## src/rtl/lct_ghost_filter_if.sv

```systemverilog
// Track bus between the LCT promoter and the ghost filter: two candidate
// tracks plus filter control going in, two surviving tracks and the
// suppression counter coming out.
interface lct_ghost_filter_if #(
    parameter int KEY_W = 7,
    parameter int DT_W  = 3
);
    logic [KEY_W-1:0] bw1, bw2;
    logic [1:0]       bq1, bq2;
    logic             fa1, fa2;
    logic             bv1, bv2;
    logic             en;
    logic [DT_W-1:0]  dt;

    logic [KEY_W-1:0] lw1, lw2;
    logic [1:0]       lq1, lq2;
    logic             la1, la2;
    logic             lv1, lv2;
    logic [7:0]       sup_cnt;

    modport master (
        output bw1, bq1, fa1, bv1, bw2, bq2, fa2, bv2, en, dt,
        input  lw1, lq1, la1, lv1, lw2, lq2, la2, lv2, sup_cnt
    );

    modport slave (
        input  bw1, bq1, fa1, bv1, bw2, bq2, fa2, bv2, en, dt,
        output lw1, lq1, la1, lv1, lw2, lq2, la2, lv2, sup_cnt
    );
endinterface

```

## src/rtl/lct_ghost_filter.sv

```systemverilog
// Ghost filter for LCT track pairs: a track that lands within one wire
// group of a recently accepted track of equal or better quality, inside
// the deadtime window, is dropped. Surviving tracks are packed towards
// output 1 and registered with one clock of latency.
module lct_ghost_filter #(
    parameter int KEY_W = 7,
    parameter int DT_W  = 3
) (
    input logic               clk,
    input logic               rst_n,
    lct_ghost_filter_if.slave bus
);

    // Unsigned key distance <= 1, evaluated one bit wider so the extreme
    // keys never wrap into adjacency.
    function automatic logic near(input logic [KEY_W-1:0] a, input logic [KEY_W-1:0] b);
        logic [KEY_W:0] ae;
        logic [KEY_W:0] be;
        ae = {1'b0, a};
        be = {1'b0, b};
        return (ae == be) || (ae + 1'b1 == be) || (be + 1'b1 == ae);
    endfunction

    logic [1:0][KEY_W-1:0] s_key, n_key;
    logic [1:0][1:0]       s_q,   n_q;
    logic [1:0][DT_W-1:0]  s_cnt, n_cnt;
    logic [1:0]            busy, near1, near2, hit1, hit2, near_sel;
    logic                  sup1, sup2, acc1, acc2, idx;
    logic [KEY_W-1:0]      sel_key;
    logic [1:0]            sel_q;

    logic [KEY_W-1:0] o_w1, o_w2, n_w1, n_w2;
    logic [1:0]       o_q1, o_q2, n_q1, n_q2;
    logic             o_a1, o_a2, n_a1, n_a2;
    logic             o_v1, o_v2, n_v1, n_v2;
    logic [7:0]       sup_r, n_sup;
    logic [8:0]       sup_sum;

    // Match both candidate tracks against the history, choose survivors,
    // and work out the next slot contents and counter value.
    always_comb begin
        n_key    = s_key;
        n_q      = s_q;
        n_cnt    = '0;
        busy     = '0;
        near1    = '0;
        near2    = '0;
        hit1     = '0;
        hit2     = '0;
        idx      = 1'b0;
        sel_key  = '0;
        sel_q    = '0;
        near_sel = '0;

        for (int unsigned i = 0; i < 2; i++) begin
            busy[i]  = (s_cnt[i] != '0);
            near1[i] = busy[i] && near(s_key[i], bus.bw1);
            near2[i] = busy[i] && near(s_key[i], bus.bw2);
            hit1[i]  = near1[i] && (s_q[i] >= bus.bq1);
            hit2[i]  = near2[i] && (s_q[i] >= bus.bq2);
            n_cnt[i] = busy[i] ? s_cnt[i] - 1'b1 : '0;
        end

        sup1 = bus.bv1 && bus.en && (|hit1);
        sup2 = bus.bv2 && bus.en && (|hit2);
        acc1 = bus.bv1 && !sup1;
        acc2 = bus.bv2 && !sup2;

        if (!bus.en) begin
            n_cnt = '0;
        end else if (acc1 && acc2) begin
            n_key[0] = bus.bw1;  n_q[0] = bus.bq1;  n_cnt[0] = bus.dt;
            n_key[1] = bus.bw2;  n_q[1] = bus.bq2;  n_cnt[1] = bus.dt;
        end else if (acc1 || acc2) begin
            sel_key  = acc1 ? bus.bw1 : bus.bw2;
            sel_q    = acc1 ? bus.bq1 : bus.bq2;
            near_sel = acc1 ? near1 : near2;
            // Prefer refreshing a neighbouring slot, then a free slot,
            // then evict whichever slot is closer to expiring.
            if (near_sel[0])      idx = 1'b0;
            else if (near_sel[1]) idx = 1'b1;
            else if (!busy[0])    idx = 1'b0;
            else if (!busy[1])    idx = 1'b1;
            else                  idx = (s_cnt[1] < s_cnt[0]);
            n_key[idx] = sel_key;
            n_q[idx]   = sel_q;
            n_cnt[idx] = bus.dt;
        end

        n_w1 = '0; n_q1 = '0; n_a1 = 1'b0; n_v1 = 1'b0;
        n_w2 = '0; n_q2 = '0; n_a2 = 1'b0; n_v2 = 1'b0;
        if (acc1) begin
            n_w1 = bus.bw1; n_q1 = bus.bq1; n_a1 = bus.fa1; n_v1 = 1'b1;
            if (acc2) begin
                n_w2 = bus.bw2; n_q2 = bus.bq2; n_a2 = bus.fa2; n_v2 = 1'b1;
            end
        end else if (acc2) begin
            n_w1 = bus.bw2; n_q1 = bus.bq2; n_a1 = bus.fa2; n_v1 = 1'b1;
        end

        sup_sum = {1'b0, sup_r} + {8'd0, sup1} + {8'd0, sup2};
        n_sup   = sup_sum[8] ? 8'hFF : sup_sum[7:0];
    end

    // History slots, registered outputs and suppression counter.
    always_ff @(posedge clk or negedge rst_n) begin
        if (!rst_n) begin
            s_key <= '0; s_q <= '0; s_cnt <= '0;
            o_w1 <= '0; o_q1 <= '0; o_a1 <= 1'b0; o_v1 <= 1'b0;
            o_w2 <= '0; o_q2 <= '0; o_a2 <= 1'b0; o_v2 <= 1'b0;
            sup_r <= '0;
        end else begin
            s_key <= n_key; s_q <= n_q; s_cnt <= n_cnt;
            o_w1 <= n_w1; o_q1 <= n_q1; o_a1 <= n_a1; o_v1 <= n_v1;
            o_w2 <= n_w2; o_q2 <= n_q2; o_a2 <= n_a2; o_v2 <= n_v2;
            sup_r <= n_sup;
        end
    end

    assign bus.lw1 = o_w1;
    assign bus.lq1 = o_q1;
    assign bus.la1 = o_a1;
    assign bus.lv1 = o_v1;
    assign bus.lw2 = o_w2;
    assign bus.lq2 = o_q2;
    assign bus.la2 = o_a2;
    assign bus.lv2 = o_v2;
    assign bus.sup_cnt = sup_r;

endmodule

```

## src/flat_wrapper.sv

```systemverilog
// flat-port wrapper written by rule: the top's interface ports become plain ports
module lct_ghost_filter_flat 
#(
    parameter int KEY_W = 7,
    parameter int DT_W  = 3
)
  (clk, rst_n, bus_bw1, bus_bq1, bus_fa1, bus_bv1, bus_bw2, bus_bq2, bus_fa2, bus_bv2, bus_en, bus_dt, bus_lw1, bus_lq1, bus_la1, bus_lv1, bus_lw2, bus_lq2, bus_la2, bus_lv2, bus_sup_cnt);
  lct_ghost_filter_if #(.KEY_W(KEY_W), .DT_W(DT_W)) bus_i ();
  input logic clk;
  input logic rst_n;
  input wire logic [$bits(bus_i.bw1)-1:0] bus_bw1;
  input wire logic [$bits(bus_i.bq1)-1:0] bus_bq1;
  input wire logic [$bits(bus_i.fa1)-1:0] bus_fa1;
  input wire logic [$bits(bus_i.bv1)-1:0] bus_bv1;
  input wire logic [$bits(bus_i.bw2)-1:0] bus_bw2;
  input wire logic [$bits(bus_i.bq2)-1:0] bus_bq2;
  input wire logic [$bits(bus_i.fa2)-1:0] bus_fa2;
  input wire logic [$bits(bus_i.bv2)-1:0] bus_bv2;
  input wire logic [$bits(bus_i.en)-1:0] bus_en;
  input wire logic [$bits(bus_i.dt)-1:0] bus_dt;
  output wire logic [$bits(bus_i.lw1)-1:0] bus_lw1;
  output wire logic [$bits(bus_i.lq1)-1:0] bus_lq1;
  output wire logic [$bits(bus_i.la1)-1:0] bus_la1;
  output wire logic [$bits(bus_i.lv1)-1:0] bus_lv1;
  output wire logic [$bits(bus_i.lw2)-1:0] bus_lw2;
  output wire logic [$bits(bus_i.lq2)-1:0] bus_lq2;
  output wire logic [$bits(bus_i.la2)-1:0] bus_la2;
  output wire logic [$bits(bus_i.lv2)-1:0] bus_lv2;
  output wire logic [$bits(bus_i.sup_cnt)-1:0] bus_sup_cnt;
  assign bus_i.bw1 = bus_bw1;
  assign bus_i.bq1 = bus_bq1;
  assign bus_i.fa1 = bus_fa1;
  assign bus_i.bv1 = bus_bv1;
  assign bus_i.bw2 = bus_bw2;
  assign bus_i.bq2 = bus_bq2;
  assign bus_i.fa2 = bus_fa2;
  assign bus_i.bv2 = bus_bv2;
  assign bus_i.en = bus_en;
  assign bus_i.dt = bus_dt;
  assign bus_lw1 = bus_i.lw1;
  assign bus_lq1 = bus_i.lq1;
  assign bus_la1 = bus_i.la1;
  assign bus_lv1 = bus_i.lv1;
  assign bus_lw2 = bus_i.lw2;
  assign bus_lq2 = bus_i.lq2;
  assign bus_la2 = bus_i.la2;
  assign bus_lv2 = bus_i.lv2;
  assign bus_sup_cnt = bus_i.sup_cnt;
  lct_ghost_filter #(.KEY_W(KEY_W), .DT_W(DT_W)) u_core (.clk(clk), .rst_n(rst_n), .bus(bus_i));
endmodule
```

## config.mk

```make
export PLATFORM = sky130hd
export DESIGN_NAME = lct_ghost_filter_flat
export DESIGN_NICKNAME = d
export VERILOG_FILES = /design/src/rtl/lct_ghost_filter_if.sv /design/src/rtl/lct_ghost_filter.sv /design/src/flat_wrapper.sv
export SDC_FILE = /design/constraint.sdc
export NUM_CORES = 1
export LEC_CHECK = 0
export ABC_AREA = 1
export CAP_MARGIN = 5
export CORE_ASPECT_RATIO = 1.2
export CORE_MARGIN = 1
export CORE_UTILIZATION = 28
export DETAILED_ROUTE_END_ITERATION = 8
export PLACE_DENSITY_LB_ADDON = 0.1
export RECOVER_POWER = 25
export SYNTH_ARGS = -nofsm -noshare
export SYNTH_HDL_FRONTEND = slang
export SYNTH_SLANG_ARGS = --single-unit
```

## constraint.sdc

```tcl
create_clock -name clk -period 3.8 [get_ports clk]
set_clock_uncertainty 0.15 [all_clocks]
set_input_delay 0.57 -clock clk [delete_from_list [all_inputs] [get_ports clk]]
set_output_delay 0.57 -clock clk [all_outputs]
set_load 0.02 [all_outputs]
```

# Word-level counts from Yosys, hierarchy flattened
# Cells that the tools add are included.
classes:
  eq_ne: 12
  addsub: 8
  muxes: 41
  reduce_logical: 33
  magnitude_cmp: 7
ops:
  columns: ["cell", "count"]
  rows:
  - ["== test 8 x 7 -> 1 bit", 8]
  - ["two-way mux 7 bit", 5]
  - ["adder 7 x 1 -> 8 bit, second input constant", 4]
  - ["== test 7 bit", 4]
  - ["two-way mux 14 bit", 2]
  - ["two-way mux 6 bit", 3]
  - ["logical AND 1 bit", 16]
  - ["bitwise mux 14 bit", 1]
  - ["two-way mux 1 bit", 13]
  - ["two-way mux 2 bit", 6]
  - ["adder 8 x 1 -> 9 bit", 1]
  - ["adder 9 x 1 -> 9 bit", 1]
  - ["logical OR 1 bit", 9]
  - ["two-way mux 3 bit", 3]
  - [">= comparator 2 bit", 4]
  - ["two-way mux 4 bit", 2]
  - ["two-way mux 8 bit", 1]
  - ["demux 7 bit (select 1 bit)", 1]
  - ["bitwise mux 6 bit", 1]
  - ["nonzero test 3 bit", 2]
  - ["subtractor 3 x 1 -> 3 bit, second input constant", 2]
  - ["bitwise mux 4 bit", 1]
  - ["OR reduction 2 bit", 2]
  - ["demux 3 bit (select 1 bit)", 1]
  - ["7 further kinds", 8]
totals:
  in_bits: 28
  ff_bits: 54

# Depth between registers and ports, before layout
# Gate-level depths: netlist of run 1.
logic_depth:
  word_depth: 24
  mapped_depth: 23
  ltp_nobuf: 22

# Worst setup path before layout of run 1
# Ideal clock, no wire load.
synth_timing:
  path_type: "input -> register"
  from: "input port bus_bw1[0]"
  to: "register u_core.sup_r[4] (netlist: u_core.bus.sup_cnt[4])"
  setup_slack_ps: 665
  path_stages: 22
  arrival_time_ps: 2914
  path_buffers: 1
  path_cell_list: "ha_1 nand3_1 inv_1 nand2_1 nand2_1 nand2_1 nand2_1 nor2_1 nand2_1 nand3_2 nand3_1 nand2_1 nand2_2 buf_2 fa_1 inv_1 ha_1 nand2_1 nor2_1 inv_1 or2_2 nand3_1"
synth_via:
  elab_chain_len: 10
  word_cells_on_any_way: 20
  cone_classes: "3 x add/sub; 6 x eq/ne; 1 x mux; 10 x reduce/logical"
synth_rtl:
  columns: ["item", "line_no", "text"]
  rows:
  - ["from (decl)", "flat_wrapper.sv:11", "input wire logic [$bits(bus_i.bw1)-1:0] bus_bw1;"]
  - ["adder 7 x 1 -> 8 bit, or another cell as far along", "lct_ghost_filter.sv:21", "return (ae == be) || (ae + 1'b1 == be) || (be + 1'b1 == ae);"]
  - ["== test 8 x 7 -> 1 bit or logical OR 1 bit (tied branches)", "lct_ghost_filter.sv:21", null]
  - ["logical OR 1 bit", "lct_ghost_filter.sv:21", null]
  - ["logical AND 1 bit", "lct_ghost_filter.sv:57", "near1[i] = busy[i] && near(s_key[i], bus.bw1);"]
  - ["logical AND 1 bit", "lct_ghost_filter.sv:59", "hit1[i] = near1[i] && (s_q[i] >= bus.bq1);"]
  - ["OR reduction 2 bit (*)", "lct_ghost_filter.sv:64", "sup1 = bus.bv1 && bus.en && (|hit1);"]
  - ["logical AND 1 bit (*)", "lct_ghost_filter.sv:64", null]
  - ["adder 8 x 1 -> 9 bit (*)", "lct_ghost_filter.sv:101", "sup_sum = {1'b0, sup_r} + {8'd0, sup1} + {8'd0, sup2};"]
  - ["adder 9 x 1 -> 9 bit (*)", "lct_ghost_filter.sv:101", null]
  - ["two-way mux 8 bit (*)", "lct_ghost_filter.sv:102", "n_sup = sup_sum[8] ? 8'hFF : sup_sum[7:0];"]
  - ["named net u_core.n_sup[4]", "lct_ghost_filter.sv:36", "logic [7:0] sup_r, n_sup;"]
  - ["to (signal assigned)", "lct_ghost_filter.sv:116", "sup_r <= n_sup;"]
  - ["to (decl)", "lct_ghost_filter.sv:36", null]
# Mark *: on every way through the listed nets, which the timed path passes. The rest lies on a longest branch.
# A chain may end at the register's enable or synchronous reset.

# Worst setup path in the final report of run 1
layout_timing:
  from: "input port bus_bw2[4]"
  to: "register u_core.sup_r[4] (netlist: u_core.bus.sup_cnt[4])"
layout_via:
  elab_chain_len: 9
  word_cells_on_any_way: 19
  cone_classes: "2 x add/sub; 6 x eq/ne; 1 x mux; 10 x reduce/logical"
layout_rtl:
  columns: ["item", "line_no", "text"]
  rows:
  - ["from (decl)", "flat_wrapper.sv:15", "input wire logic [$bits(bus_i.bw2)-1:0] bus_bw2;"]
  - ["adder 7 x 1 -> 8 bit, or another cell as far along", "lct_ghost_filter.sv:21", null]
  - ["== test 8 x 7 -> 1 bit or logical OR 1 bit (tied branches)", "lct_ghost_filter.sv:21", null]
  - ["logical OR 1 bit", "lct_ghost_filter.sv:21", null]
  - ["logical AND 1 bit", "lct_ghost_filter.sv:58", "near2[i] = busy[i] && near(s_key[i], bus.bw2);"]
  - ["logical AND 1 bit", "lct_ghost_filter.sv:60", "hit2[i] = near2[i] && (s_q[i] >= bus.bq2);"]
  - ["OR reduction 2 bit (*)", "lct_ghost_filter.sv:65", "sup2 = bus.bv2 && bus.en && (|hit2);"]
  - ["logical AND 1 bit (*)", "lct_ghost_filter.sv:65", null]
  - ["adder 9 x 1 -> 9 bit (*)", "lct_ghost_filter.sv:101", null]
  - ["two-way mux 8 bit (*)", "lct_ghost_filter.sv:102", null]
  - ["named net u_core.n_sup[4]", "lct_ghost_filter.sv:36", null]
# Marks and branches as above.

==> reports/qor.yml, run 1 <==
power:
  finalPower_mw: 3.13
  irDropWorstVdd_mv: 0.207
  switchingPower_mw: 1.48
  p_per_area_nw_per_um2: 520
  seq_power_share_pct: 28.7
  swShare_pct: 47.4
  p_comb_share_pct: 55.8
  power.leakage_nw: 3.44
  intPower_mw: 1.65
  pwr-share-clk_pct: 15.5
layout:
  final_common_cell: "nand2_1"
  final_cells: 1074
  drive_above_1_share_pct: 12.2
  syn2layout_area_growth_pct: 29.4
  fin_nets: 909
  mostFrequentLayoutCells: "316 x nand2_1, 94 x nand3_1, 92 x inv_1"
  antenna_cells: 0
sta:
  setup_viol: 0
  max_slew.worst_pin.slew_ns: 1.71
  min_period_ns: 3.53
  fmax_mhz: 283
  hold_viol_final: 0
  slew_headroom_pct: -14.1
  post-route-period-util_pct: 92.8
  slew_violations: 32
clock_network:
  path_clk_slew_ns: 0.07
  clock_latency_ns: 0.30
  hold_buffers: 0
  clock-sinks: 54
  htree_num_levels: 2
  numCtsBuffers: 5
  clockRootBuffer: "clkbuf_16"
  clockBufferDepth: 2
  cts_tree: "yes"
worst_setup_path:
  end_kind: "flop"
  start_kind: "input pin"
  critPathRequiredTime_ns: 3.89
  reg2reg_depth: 17
  crit_arrival_ns: 3.62
  critical_path_peak_fanout: 7
  crit_type: "in2reg"
logic_synthesis:
  synth.distinct_cells: 33
  yosys-top-cells-area: "dfrtp_1 29%, nand2_1 25%, nand3_1 10%, inv_1 7.4%, ha_1 5.1%"
  syn_area_um2: 4650
  syn_avg_cell_area_um2: 6.15
  synth_top_area_share_pct: 29.0
  syn_inst: 757
  yosysTopAreaCell: "dfrtp_1"
  synthesis.nets: 805
  ys_ff_latch: 54
  yosysSeqAreaShare_pct: 29.0
  yosys_warnings: 0
worst_hold_path:
  hold_class: "reg2reg"
  whs_path_depth: 2
drt:
  drt-pass1-iter-count: 5
  drtAntennaViolNets: 0
  initialDrtViolationCount: 386
  drcViolationCount: 0
  routed-via-count: 4916
  wl_per_cell_um: 15.0
  via_per_inst: 4.58
  drt_wl_total_um: 16100
die:
  die_w_um: 120
  core_um2: 16200
  die_h_um: 143
  dieArea_um2: 17100
  floorplan.initialDensity_pct: 28.7
  ioPinCount: 58
  rows: 51
job:
  drv_cap: 1
place:
  hpwl_um: 13100
  gp_congestion: 0.899
  io_buffer_count: 57
  dp_cells: 1066
outcome:
  status: "complete, but fails checks"
  violations: "max-capacitance violations, max-slew violations"
grt:
  grt_use_total_pct: 19.5
  antenna_found_initial: 0
  grt_pass1_wl_um: 25800
  grt_pass1_vias: 4979
  grt_max_degree: 32
  overflow: 0
power groups by stage:
stage / registers [mW] / logic (mW) / clock network (mW)
2_1_floorplan: 0.845 / 1.17 / 0
3_3_place_gp: 0.911 / 1.75 / 0
3_5_place_dp: 0.910 / 1.75 / 0
4_1_cts: 0.900 / 1.76 / 0.502
5_1_grt: 0.921 / 1.99 / 0.522
6_report: 0.899 / 1.75 / 0.484
flip-flops by register name (all words and copies together) (netlist names):
name / flops
u_core.bus.la1: 1
u_core.bus.la2: 1
u_core.bus.lq1: 2
u_core.bus.lq2: 2
u_core.bus.lv1: 1
u_core.bus.lv2: 1
u_core.bus.lw1: 7
u_core.bus.lw2: 7
u_core.bus.sup_cnt: 8
u_core.s_cnt: 6
u_core.s_key: 14
u_core.s_q: 4
area by class of cell:
cell class | instances | area, um^2
Clock buffer | 6 | 139
Sequential cell | 54 | 1350
Timing Repair Buffer | 123 | 1090
Clock inverter | 2 | 17.5
Multi-Input combinational cell | 577 | 2770
Tap cell | 212 | 265
Fill cell | 1818 | 10200
Inverter | 100 | 380
Yosys cell counts:
master,n
a21oi_1,21
a21oi_2,1
a22oi_1,1
buf_2,14
buf_4,6
buf_6,3
clkbuf_1,2
clkbuf_2,1
clkinv_1,1
dfrtp_1,54
fa_1,1
ha_1,19
inv_1,92
inv_2,5
inv_4,2
nand2_1,316
nand2_2,7
nand2_4,5
nand3_1,97
nand3_2,2
nand3b_1,4
nand4_1,5
nor2_1,51
nor2_2,4
nor2_4,1
nor3_1,4
nor3b_1,1
o21ai_0,11
o21ai_1,1
or2_1,1
or2_2,2
xnor2_1,9
xor2_1,13
cells by family after synthesis:
family	Yosys count	synth area share, %
AOI/OAI and AO/OA	35	3.90
xor gates and xnor gates	22	4.14
adders and majority gates	20	5.54
buffers and inverters	126	11.6
DFF	54	29.0
and+or+nand+nor	500	45.7
per-layer routing:
layer	GRT usage (%)	wire length, um
met5	0	0
met4	5.99	261
met3	1.44	490
met2	36.6	8490
met1	23.5	6850
stage by stage:
step                      worst slack (ns)  TNS, ns  hold slack, ns  utilization (%)  cell area [um^2]
after detailed placement            -0.202    -1.33           0.317             36.0              5840
after global placement              -0.161    -1.12           0.321             36.0              5840
after global routing               -0.0209  -0.0384           0.403             37.1              6020
after floorplan                      0.665        0           0.124                -              4650
final                                0.272        0           0.327             37.1              6020
after CTS                           0.0936        0           0.201             37.0              6000
worst max-delay path: stages:
cell,delay (ns)
clkdlybuf4s50_1,0.65
inv_1,0.10
nand2_1,0.08
nand2_1,0.08
buf_4,0.14
nand2_1,0.05
nand3_1,0.08
nor2_1,0.09
nand3_1,0.08
nand3_1,0.17
nand3_1,0.09
nand2_1,0.09
nand3_1,0.12
fa_1,0.40
inv_1,0.08
ha_1,0.16
nand2_1,0.09
nor2_1,0.10
inv_1,0.05
or2_2,0.26
nand3_1,0.09
repair_timing:
| item | CTS | global route |
|---|---|---|
| resized for setup | 0 | 7 |
| buffers inserted | 0 | 0 |
| setup endpoints to repair | 0 | 8 |
path summary, 6_finish.rpt:
path / from / to / slack [ns]
max: bus_bw2[4] / u_core.bus.sup_cnt[4] / 0.27
max in group asynchronous: rst_n / u_core.s_q[2] / 1.06
min: u_core.s_q[0] / u_core.s_q[0] / 0.33
max reg2reg: u_core.s_key[9] / u_core.bus.sup_cnt[4] / 0.49
min reg2reg: u_core.s_q[0] / u_core.s_q[0] / 0.33
min in group asynchronous: rst_n / u_core.s_cnt[1] / 0.56
No activity file was read; power rests on OpenSTA's default activity.
==> run 2: changes to the inputs <==
- CAP_MARGIN: 5 -> not set
- clock period: 3.8 -> 3.14 ns (I/O delays scaled with it)
==> run 2 against run 1 <==
Net effect:
- the flow now finishes without violations
- clock-buffer cell count did not move
- cell count rose by 6.0%
- wire length rose by 4.2%
- via count rose by 5.6%
- largest cell class unchanged
- total power rose by 32%
- global-route usage rose by 0.95 points
==> reports/qor.yml, run 2 (same netlist as run 1, synthesis figures left out) <==
outcome:
  status: "completed"
drt:
  wl_met1_um: 7070  # +3.2%
  route.met2.wl_um: 8750  # +3.1%
  drcViolationCount: 0  # unchanged
  drt-pass1-iter-count: 5  # unchanged
  wl_met3_um: 536  # +9.4%
  wl_per_cell_um: 14.7  # -1.6%
  initialDrtViolationCount: 325  # -16%
  highest_layer: "met4"
  routed-via-count: 5191  # +5.6%
  drtAntennaViolNets: 0  # unchanged
  via_per_inst: 4.56  # -0.34%
  drt_wl_total_um: 16800  # +4.2%
layout:
  antenna_cells: 0  # unchanged
  top_register: "u_core.s_key"
  syn2layout_area_growth_pct: 45.1
  drive_above_1_share_pct: 24.1  # +12 points
  largest_reg_flops: 14  # unchanged
  final_common_cell: "nand2_1"
  final_core_util_pct: 41.7  # +4.5 points
  fin_area_um2: 6750  # +12%
  fillers: 1802  # -0.88%
  mostFrequentLayoutCells: "303 x nand2_1, 114 x buf_4, 85 x inv_1"
  fin_nets: 973  # +7.0%
power:
  power.leakage_nw: 3.79  # +10%
  irDropWorstVdd_mv: 0.313  # +51%
  finalPower_mw: 4.14  # +32%
  p_per_area_nw_per_um2: 614  # +18%
die:
  floorplan.initialDensity_pct: 28.7  # unchanged
  ioPinCount: 58  # unchanged
  core_um2: 16200  # unchanged
  dieArea_um2: 17100  # unchanged
  die_w_um: 120  # unchanged
  die_h_um: 143  # unchanged
  rows: 51  # unchanged
worst_setup_path:
  start_kind: "flop"
  crit_arrival_ns: 3.07  # -0.55 ns
  cpMaxStageDelayCell: "dfrtp_1"
  critPathMostFrequentCell: "nand2_1"
  crit_family: "simple AND/OR/NAND/NOR gates"
  path_cells: "buf_4, nand3_1, nor2_4, nand2_2, nand2_1, nand2_1, nor2_1, nand2_1, nand3_2, nand3_1, nand2_2, nand2_4, fa_2, inv_2, ha_4, nand2_4, nor2_2, inv_1, or2_4, nand3_2"
  end_kind: "flop"
  critical_path_peak_fanout: 5  # -2
  critPathMaxStageDelay_ns: 0.46  # -0.19 ns
  crit_type: "reg2reg"
  critPathRequiredTime_ns: 3.22  # -0.67 ns
  critical_path_buf_inv_count: 3  # -2
grt:
  overflow: 0  # unchanged
  grt_max_degree: 39  # +22%
  grt_pass1_vias: 5343  # +7.3%
  grt_pass1_wl_um: 27000  # +4.9%
  grt_use_total_pct: 20.5  # +0.95 points
  antenna_found_initial: 0  # unchanged
clock_network:
  clock_latency_ns: 0.30  # about the same
  numCtsBuffers: 5  # unchanged
  clockRootBuffer: "clkbuf_16"
  path_clk_slew_ns: 0.07  # about the same
  htree_num_levels: 2  # unchanged
  cts_tree: "yes"
  clock-sinks: 54  # unchanged
  clockBufferDepth: 2  # unchanged
sta:
  layout_setup_ws_ns: 0.153  # -0.119 ns
  hold_viol_final: 0  # unchanged
  slew_headroom_pct: 34.4  # +49 points
  min_period_ns: 2.99
  fmax_mhz: 335
  setup_viol: 0  # unchanged
  post-route-period-util_pct: 95.1
  max_slew.worst_pin.slew_ns: 0.983  # -0.729 ns
  slew_violations: 0  # -100%
place:
  gp_congestion: 0.904  # +0.56%
  pre_cts_ws_ns: -0.700  # -0.497 ns
  place_area_um2: 6270  # +7.3%
  hpwl_um: 13700  # +4.2%
  io_buffer_count: 57  # unchanged
job:
  drv_cap: 0  # -1
worst_hold_path:
  hold_class: "reg2reg"
## run 2: cell types whose count changed in the layout (fill, tap and decap cells not counted), moves of 7 or more
cell,before,now
inv_2,5,12
buf_4,63,114
nor2_1,51,44
nand3_2,5,14
nand2_2,7,18
buf_6,0,11
clkdlybuf4s50_1,52,42
nand3_1,94,83
nand2_1,316,303
dlygate4sd2_1,0,7
inv_1,92,85
## run 2: cell type report
class                      instances  area (um^2)  area share [%]
clock buffer                       6          139            2.06
clock inverter                     2         16.3           0.241
inverter                         100          385            5.71
multi-input combinational        577         3000            44.5
sequential                        54         1350            20.1
tap                              212          265            3.93
timing repair buffer             187         1590            23.6
## run 2: where the power goes
group	internal, mW	total [mW]	switching [mW]	leakage [nW]
Clock	0.321	0.587	0.266	0.0735
Combinational	1.05	2.50	1.45	3.02
Sequential	0.859	1.05	0.196	0.695
Total	2.23	4.14	1.91	3.79
## run 2: timing repair
action | 4_1_cts | 5_1_grt
endpoints found under the hold margin | 16 | 0
endpoints found under the setup margin | 47 | 44
hold buffers | 1 | 0
pin swaps | 11 | 15
setup buffers | 6 | 0
gates resized for setup | 55 | 48
## run 2: path summary, 6_finish.rpt
kind | from | to | slack, ns | depth (start not counted)
min in group asynchronous | rst_n | u_core.bus.lw1[4] | 0.70 | 2
max | u_core.s_key[10] | u_core.bus.sup_cnt[4] | 0.15 | 20
min reg2reg | u_core.s_q[0] | u_core.s_q[0] | 0.33 | 2
max reg2reg | u_core.s_key[10] | u_core.bus.sup_cnt[4] | 0.15 | 20
max in group asynchronous | rst_n | u_core.s_key[9] | 0.60 | 3
min | u_core.s_q[0] | u_core.s_q[0] | 0.33 | 2
## run 2: per-layer routing
metal | vias to the layer above | track usage, %
li1 | 2676 | -
met1 | 2397 | 23.7
met2 | 95 | 38.5
met3 | 23 | 2.16
met4 | 0 | 7.70
met5 | - | 0
## run 2: worst reg2reg max path, cell delays in order, from the launching register on
cell and delay, ns:
dfrtp_1 0.46, buf_4 0.18, nand3_1 0.13, nor2_4 0.16, nand2_2 0.07, nand2_1 0.07
nand2_1 0.08, nor2_1 0.11, nand2_1 0.07, nand3_2 0.13, nand3_1 0.10, nand2_2 0.09
nand2_4 0.07, fa_2 0.33, inv_2 0.08, ha_4 0.14, nand2_4 0.06, nor2_2 0.09
inv_1 0.05, or2_4 0.23, nand3_2 0.08
## run 2: stage by stage
step	std cells	hold WS (ns)	TNS, ns
2_1_floorplan	757	0.0254	0
3_3_place_gp	1123	0.279	-27.74
3_5_place_dp	1123	0.277	-25.10
4_1_cts	1138	0.344	0
5_1_grt	1138	0.371	-0.00315
6_report	1138	0.335	0
